$ cat src/rtl/egress_pkg.sv
// rtl/egress_pkg.sv - shared types and defaults for the FIFO stream egress block
package egress_pkg;

  typedef enum logic [1:0] {
    IDLE    = 2'd0,
    FRAME   = 2'd1,
    DISCARD = 2'd2
  } egress_state_t;

  localparam int DEF_DWIDTH    = 16;
  localparam int DEF_MAX_BEATS = 1024;
  localparam int DEF_BCWIDTH   = 11;

endpackage

$ cat src/rtl/stream_skid_buf.sv
// rtl/stream_skid_buf.sv - 2-entry skid buffer; in_ready depends only on registered state
module stream_skid_buf #(
  parameter int WIDTH = 17
) (
  input  logic             clk,
  input  logic             arst_n,
  input  logic             in_valid,
  input  logic [WIDTH-1:0] in_data,
  output logic             in_ready,
  output logic             m_valid,
  output logic [WIDTH-1:0] m_data,
  input  logic             m_ready
);

  logic             main_valid_q, main_valid_d;
  logic [WIDTH-1:0] main_data_q, main_data_d;
  logic             skid_valid_q, skid_valid_d;
  logic [WIDTH-1:0] skid_data_q, skid_data_d;
  logic             xfer;

  assign xfer     = main_valid_q & m_ready;
  assign in_ready = ~skid_valid_q;
  assign m_valid  = main_valid_q;
  assign m_data   = main_data_q;

  always_comb begin
    main_valid_d = main_valid_q;
    main_data_d  = main_data_q;
    skid_valid_d = skid_valid_q;
    skid_data_d  = skid_data_q;
    if (skid_valid_q) begin
      // in_ready is low here, so no new word can arrive this cycle
      if (xfer) begin
        main_data_d  = skid_data_q;
        skid_valid_d = 1'b0;
      end
    end else if (in_valid) begin
      if (~main_valid_q | xfer) begin
        main_valid_d = 1'b1;
        main_data_d  = in_data;
      end else begin
        skid_valid_d = 1'b1;
        skid_data_d  = in_data;
      end
    end else if (xfer) begin
      main_valid_d = 1'b0;
    end
  end

  always_ff @(posedge clk or negedge arst_n) begin
    if (!arst_n) begin
      main_valid_q <= 1'b0;
      main_data_q  <= '0;
      skid_valid_q <= 1'b0;
      skid_data_q  <= '0;
    end else begin
      main_valid_q <= main_valid_d;
      main_data_q  <= main_data_d;
      skid_valid_q <= skid_valid_d;
      skid_data_q  <= skid_data_d;
    end
  end

endmodule

$ cat src/rtl/fifo_stream_egress.sv
// rtl/fifo_stream_egress.sv - look-ahead FIFO to valid/ready stream with frame truncation
// Optional frame/drop statistics counters enabled by EGRESS_STATS_EN.
module fifo_stream_egress
  import egress_pkg::*;
#(
  parameter int DWIDTH    = DEF_DWIDTH,
  parameter int MAX_BEATS = DEF_MAX_BEATS,
  parameter int BCWIDTH   = DEF_BCWIDTH
) (
  input  logic               clk,
  input  logic               arst_n,
  input  logic               fifo_empty,
  input  logic [DWIDTH:0]    fifo_dout_comb,
  output logic               fifo_re,
  output logic [DWIDTH-1:0]  m_data,
  output logic               m_last,
  output logic               m_valid,
  input  logic               m_ready,
  output logic [BCWIDTH-1:0] beat_cnt,
  output logic               err_oversize,
  output logic [15:0]        frame_cnt,
  output logic [15:0]        drop_cnt
);

  typedef struct packed {
    logic              last;
    logic [DWIDTH-1:0] data;
  } egress_word_t;

  localparam logic [BCWIDTH-1:0] MAX_BC = BCWIDTH'(MAX_BEATS);

  egress_word_t       head_w, fwd_w, m_w;
  egress_state_t      state_q, state_d;
  logic [BCWIDTH-1:0] beat_cnt_q, beat_cnt_d, next_beat;
  logic               err_q, err_d;
  logic               skid_ready, pop, fwd_valid;

  assign head_w = fifo_dout_comb;

  // Discarded words never enter the buffer, so popping in DISCARD ignores back-pressure
  assign pop     = ~fifo_empty & ((state_q == DISCARD) | skid_ready);
  assign fifo_re = pop;

  always_comb begin
    state_d    = state_q;
    beat_cnt_d = beat_cnt_q;
    err_d      = 1'b0;
    fwd_valid  = 1'b0;
    fwd_w      = head_w;
    next_beat  = (state_q == IDLE) ? BCWIDTH'(1) : beat_cnt_q + 1'b1;
    if (pop) begin
      unique case (state_q)
        IDLE, FRAME: begin
          fwd_valid = 1'b1;
          if (head_w.last) begin
            state_d    = IDLE;
            beat_cnt_d = '0;
          end else if (next_beat == MAX_BC) begin
            fwd_w.last = 1'b1;
            err_d      = 1'b1;
            state_d    = DISCARD;
            beat_cnt_d = next_beat;
          end else begin
            state_d    = FRAME;
            beat_cnt_d = next_beat;
          end
        end
        DISCARD: begin
          if (head_w.last) begin
            state_d    = IDLE;
            beat_cnt_d = '0;
          end
        end
        default: begin
          state_d    = IDLE;
          beat_cnt_d = '0;
        end
      endcase
    end
  end

  always_ff @(posedge clk or negedge arst_n) begin
    if (!arst_n) begin
      state_q    <= IDLE;
      beat_cnt_q <= '0;
      err_q      <= 1'b0;
    end else begin
      state_q    <= state_d;
      beat_cnt_q <= beat_cnt_d;
      err_q      <= err_d;
    end
  end

  stream_skid_buf #(
    .WIDTH(DWIDTH + 1)
  ) u_skid (
    .clk      (clk),
    .arst_n   (arst_n),
    .in_valid (fwd_valid),
    .in_data  (fwd_w),
    .in_ready (skid_ready),
    .m_valid  (m_valid),
    .m_data   (m_w),
    .m_ready  (m_ready)
  );

  assign m_data       = m_w.data;
  assign m_last       = m_w.last;
  assign beat_cnt     = beat_cnt_q;
  assign err_oversize = err_q;

`ifdef EGRESS_STATS_EN
  logic [15:0] frame_cnt_q, frame_cnt_d, drop_cnt_q, drop_cnt_d;

  always_comb begin
    frame_cnt_d = frame_cnt_q;
    drop_cnt_d  = drop_cnt_q;
    if (m_valid & m_ready & m_w.last & (frame_cnt_q != 16'hFFFF)) begin
      frame_cnt_d = frame_cnt_q + 16'd1;
    end
    if (pop & (state_q == DISCARD) & (drop_cnt_q != 16'hFFFF)) begin
      drop_cnt_d = drop_cnt_q + 16'd1;
    end
  end

  always_ff @(posedge clk or negedge arst_n) begin
    if (!arst_n) begin
      frame_cnt_q <= '0;
      drop_cnt_q  <= '0;
    end else begin
      frame_cnt_q <= frame_cnt_d;
      drop_cnt_q  <= drop_cnt_d;
    end
  end

  assign frame_cnt = frame_cnt_q;
  assign drop_cnt  = drop_cnt_q;
`else
  assign frame_cnt = '0;
  assign drop_cnt  = '0;
`endif

endmodule

$ cat config.mk
export PLATFORM = sky130hd
export DESIGN_NAME = fifo_stream_egress
export DESIGN_NICKNAME = d
export VERILOG_FILES = /design/src/rtl/egress_pkg.sv /design/src/rtl/stream_skid_buf.sv /design/src/rtl/fifo_stream_egress.sv
export SDC_FILE = /design/constraint.sdc
export NUM_CORES = 1
export LEC_CHECK = 0
export ABC_AREA = 1
export BUFFER_PORTS_ARGS = -buffer_cell sky130_fd_sc_hd__buf_2
export CAP_MARGIN = 20
export CORE_MARGIN = 2
export CORE_UTILIZATION = 46
export DETAILED_ROUTE_END_ITERATION = 10
export GPL_TIMING_DRIVEN = 0
export HOLD_SLACK_MARGIN = 0.03
export MAX_ROUTING_LAYER = met4
export PLACE_DENSITY = 0.73
export SETUP_SLACK_MARGIN = 0.1
export SYNTH_ARGS = -nofsm -noshare
export SYNTH_HDL_FRONTEND = slang
export SYNTH_SLANG_ARGS = --single-unit
export TNS_END_PERCENT = 20
$ cat constraint.sdc
create_clock -name clk -period 4.1 [get_ports clk]
set_input_delay 0.82 -clock clk [delete_from_list [all_inputs] [get_ports clk]]
set_output_delay 0.82 -clock clk [all_outputs]
set_load 0.02 [all_outputs]
* Yosys cells after proc, flatten, opt, wreduce, memory -nomap -nowiden
Cells that the tools add are included.
** Word-level totals
- Flip-flop bits (word level) :: 50
- Input port bits :: 21
- Output and inout bits :: 63
- Word-level logic and storage cells :: 59
** Operators by class
- Add/sub/neg operators :: 1
- Eq/ne operators :: 6
- Muxes and demuxes :: 28
- Bitwise logic cells :: 8
- Reductions and logical operators :: 9
** Operator list (number)
- $mux W17 :: 4
- $mux W11 :: 3
- $pmux W11 S2 :: 1
- $mux W1 :: 16
- $add A11 B1 Y11 const B :: 1
- $eq A11 B11 Y1 const B :: 1
- $reduce_and A3 Y1 :: 3
- $mux W2 :: 3
- $reduce_bool A2 Y1 :: 3
- $ne A2 B2 Y1 const B :: 2
- $not A1 Y1 :: 4
- $pmux W2 S2 :: 1
- $and A1 B1 Y1 :: 2
- $eq A2 B1 Y1 const B :: 1
- $eq A2 B2 Y1 const B :: 1
- $logic_not A2 Y1 :: 1
- $ne A2 B1 Y1 const B :: 1
- $or A1 B1 Y1 :: 2
- $reduce_and A2 Y1 :: 1
- $reduce_or A2 Y1 :: 1

* Longest topological paths before layout
- Depth after elaboration :: 10
- Depth in mapped cells :: 12
- Gate-level depth less buffers :: 12

* Modules after synthesis
Synthesis repeated with hierarchy kept, for this count alone.
** Unflattened totals
- Cells, all modules :: 377
- Area, all modules :: 2826.5 um2
** By module, submodules not included
- stream_skid_buf :: times used 1, cells each 212, area each 1684.1 um2, seq. area each 900.9 um2
- fifo_stream_egress :: times used 1, cells each 165, area each 1142.3 um2, seq. area each 350.3 um2

* Worst setup path after synthesis
Ideal clock, no wire load.
- Path kind :: input-to-output
- From :: input port fifo_empty
- To :: output port fifo_re
- Data arrival time :: 1.035 ns
- Required time :: 3.280 ns
- Slack :: 2.245 ns
- Cell stages on the path :: 1
- Buffers on the path :: 0
- Path through :: a21oi_4
** On the way
- Cells in the longest elaborated chain, start to end :: 2
** RTL lines
- from (decl) :: RTL line fifo_stream_egress.sv:12 : input logic fifo_empty,
- $not A1 Y1 :: RTL line fifo_stream_egress.sv:41 : assign pop = ~fifo_empty & ((state_q == DISCARD) | skid_ready);
- $and A1 B1 Y1 :: RTL line fifo_stream_egress.sv:41
- to (decl) :: RTL line fifo_stream_egress.sv:14 : output logic fifo_re,
No other way between the ends.

* Final worst setup path
Ends and elaborated chain as after synthesis.

==> impl_results.md <==
- Status: complete, no violations
- Total grt overflow: 0
- Crit path max fanout: 3
- Slew Limit Fails: 0
- Critical path buffer and inverter count: 2
- Post-synth EDFFs: 0
- Arrival time worst endpoint: around 1.3 ns
- Register bit total from synthesis: 50
- Diode count: 0
- R2R Path End: state_q[0]$_DFFE_PN0P_
- Mapped cell area: 2786 um2
- VDD IR max: 0.2679 mV
- Die H: slightly above 80 um
- Worst R2R Start: beat_cnt[1]$_DFFE_PN0P_
- Area Growth Syn to Fin: 20.52%
- Die extent in x: 81.83 um
- Crit path launch type: primary input
- Wire per inst: between 10 and 15 um
- DIE AREA: between 6000 and 7000 um2
- Initial DRC Count: 95
- Layout cells sized above 1: between 30% and 40%
- Slowest stage delay, CP: 0.20 ns
- # resized after CTS: 0
- First-pass GRT wire length: around 9300 um
- I/O Pins: 84
- Sw power: 0.9201 mW
- Vias: 2310
- Tot GR Track Use: 18.74%
- Count of final setup violators: 0
- CP most frequent cell: buf_2
- Hold_buf cts: 0
- Int Power: between 1 and 1.5 mW
- Seq/Total Area, Yosys: ~45%
- P_leak: roughly 1.8 nW
- H-tree levels: 2
- Critical-path top delay cell: buf_2
- Pwr/cell area: 627.2 nW/um2
- I/O Buffers: between 50 and 60
- Post-DP HPWL: 4362 um
- CP Capture Type: output pin
- Crit path time final: approximately 2.1 ns
- Hold Crit Class: primary input to asynchronous set/reset pin
- Starting Density: 47.34%
- CP required: about 3.3 ns
- CP delay by family, top: buffers and inverters
- Sequential fraction of design power: 38.5%
- Worst reg-to-reg path cell count: 10
- Syn Area/Cell: around 8.3 um2
- Largest net degree at the start of global routing: 40
- Share of the synthesized area in the top cell type: ~45%
- FP Rows: 28
- Via density: ~4.6
- RePlAce Congestion: between 0.8 and 0.9
- Fmax: between 0.4 and 0.5 GHz
- Vias in the first global route: approximately 2100
- Netlist cell types: 31
- Max-cap viol count: 0
- Final Cycle Share: 51.80%
- Synth cell count leaders: 118 x nand2_1, 50 x dfrtp_1, 32 x buf_4
- Fillers: 570
- Placed cell areas: 3272 um2
- Final wirelength: ~5700 um
- Residual DRC: 0
- Yosys warnings: 0
- Total CTS buffers: 5
- Total clock sinks: 50
- R2r setup slk: between 2 and 2.5 ns
- Top-count cell post-synth: nand2_1
- Post-detailed-route count of antenna-violating nets: 0
- Synth Instances: 334
- Clock group share of total power: about 13%
- RSZ-0062 raised after global routing: no
- Core area: 5886 um2
- # Post-CTS Setup Buffers: 0
- DRT Pass-1 Iters: 4
- CTS tree: yes
- Initial antenna violation count: 0
- CTS clk-pin slew, worst paths: ~0.09 ns
- Clk root buf: clkbuf_8
- Asr flop ratio synth: between 90% and 100%
- Multi-input logic area: around 1200 um2
- Clock Latency Late Sink: 0.30 ns
- Area contributors post-synth: dfrtp_1 45%, nand2_1 16%, buf_4 8.6%
- Final TNS setup: 0 ns
- Register area: about 1300 um2
- Gate power share: a little under 50%
- Final hold vios: 0
- Post-synth top area cell: dfrtp_1
- Switch share: between 40% and 50%
- Layout Skew: 0.006785 ns
- Clock buffer depth: 2
- Net count, final: 446
- Final instance area: about 3400 um2
- CP Depth: 3
- Crit Path Class: primary input to output pin
- Ys flop type: dfrtp_1
- Crit-path cells: buf_2 -> a21oi_4 -> buf_2
## cells by family (layout without fill, tap and decap cells)
group | Yosys count | count (layout) | synth area share (%)
AOI/OAI and AO/OA | 38 | 38 | 11.72
adders and majority gates | 1 | 1 | 0.4490
muxes | 1 | 1 | 0.4041
other | 1 | 32 | 0.1346
DFF | 50 | 50 | 44.90
and+or+nand+nor | 172 | 172 | 26.90
buffers and inverters | 71 | 131 | 15.49
## through the flow
| step | util [%] | std cells | worst slack, ns | total power, mW | hold WS [ns] |
|---|---|---|---|---|---|
| after floorplan | - | 365 | 2.245 | 1.567 | 0.4417 |
| after global placement | 55.25 | 491 | 1.982 | 1.800 | 0.4531 |
| after detailed placement | 55.59 | 492 | 1.979 | 1.845 | 0.4588 |
| after CTS | 57.06 | 500 | 1.976 | 2.133 | 0.4031 |
| after global routing | 57.06 | 500 | 1.956 | 2.280 | 0.4111 |
| final | 57.06 | 500 | 1.976 | 2.106 | 0.4020 |
## metal layers
metal	global-route usage, %	routed length (um)	vias up
met5	-	0	-
met4	6.167	82	0
met1	23.84	2604	1066
li1	-	-	1172
met2	30.08	2760	65
met3	3.736	292	7
## how the worst max path moves through the flow
| stage | endpoint | start | slack, ns |
|---|---|---|---|
| after global placement | fifo_re | fifo_empty | 1.98 |
| final | fifo_re | fifo_empty | 1.98 |
| after floorplan | fifo_re | fifo_empty | 2.25 |
| after CTS | fifo_re | fifo_empty | 1.98 |
| after detailed placement | fifo_re | fifo_empty | 1.98 |
| after global routing | fifo_re | state_q[0]$_DFFE_PN0P_ | 1.96 |
## final cells by class
cell class | instances | share of cell area [%]
timing repair buffer | 52 | 8.197
buffer | 42 | 9.463
sequential | 50 | 37.26
clock inverter | 2 | 0.4098
inverter | 29 | 3.390
clock buffer | 6 | 2.161
multi-input combinational | 244 | 36.33
tap | 75 | 2.794
## sequential cells by signal, indices dropped and copies added, names as in the netlist
name / count
state_q: 2
u_skid.skid_data_q: 17
err_oversize: 1
u_skid.m_valid: 1
u_skid.m_data: 17
u_skid.skid_valid_q: 1
beat_cnt: 11
## cells in the final DEF, fill, tap and decap left out, types with 2 or more instances in the layout
cell      synthesis  final
clkbuf_8          0      5
nand2_1         118    118
a31oi_1           2      2
nor2_1           23     23
nor2_4            2      2
inv_2             3      3
nand2_4           3      3
a31oi_2          14     14
buf_12            1      2
nor2_2            9      9
dfrtp_1          50     50
clkbuf_1          3      4
o22ai_1           9      9
o21ai_0           6      6
nand3_1          13     13
inv_1            25     25
buf_4            32     32
buf_2             4     55
a21oi_1           4      4
conb_1            1     32
## power groups by stage
stage	clock, mW	sequential (mW)	combinational, mW
global placement	0	0.811	0.989
detailed placement	0	0.818	1.03
CTS	0.296	0.810	1.03
floorplan	0	0.922	0.644
global route	0.310	0.836	1.13
finish	0.283	0.810	1.01
## worst reg2reg max path, stage by stage (launching register included)
cell and delay, ns:
dfrtp_1 0.41, ha_1 0.23, nand3_2 0.14, nor2_4 0.16
nand2_1 0.07, nand2_1 0.06, nand3_1 0.10, nor2_1 0.16
nand2_1 0.14, nand2_1 0.08, o21ai_0 0.09
Note: power is estimated with default switching activity, not from simulation.
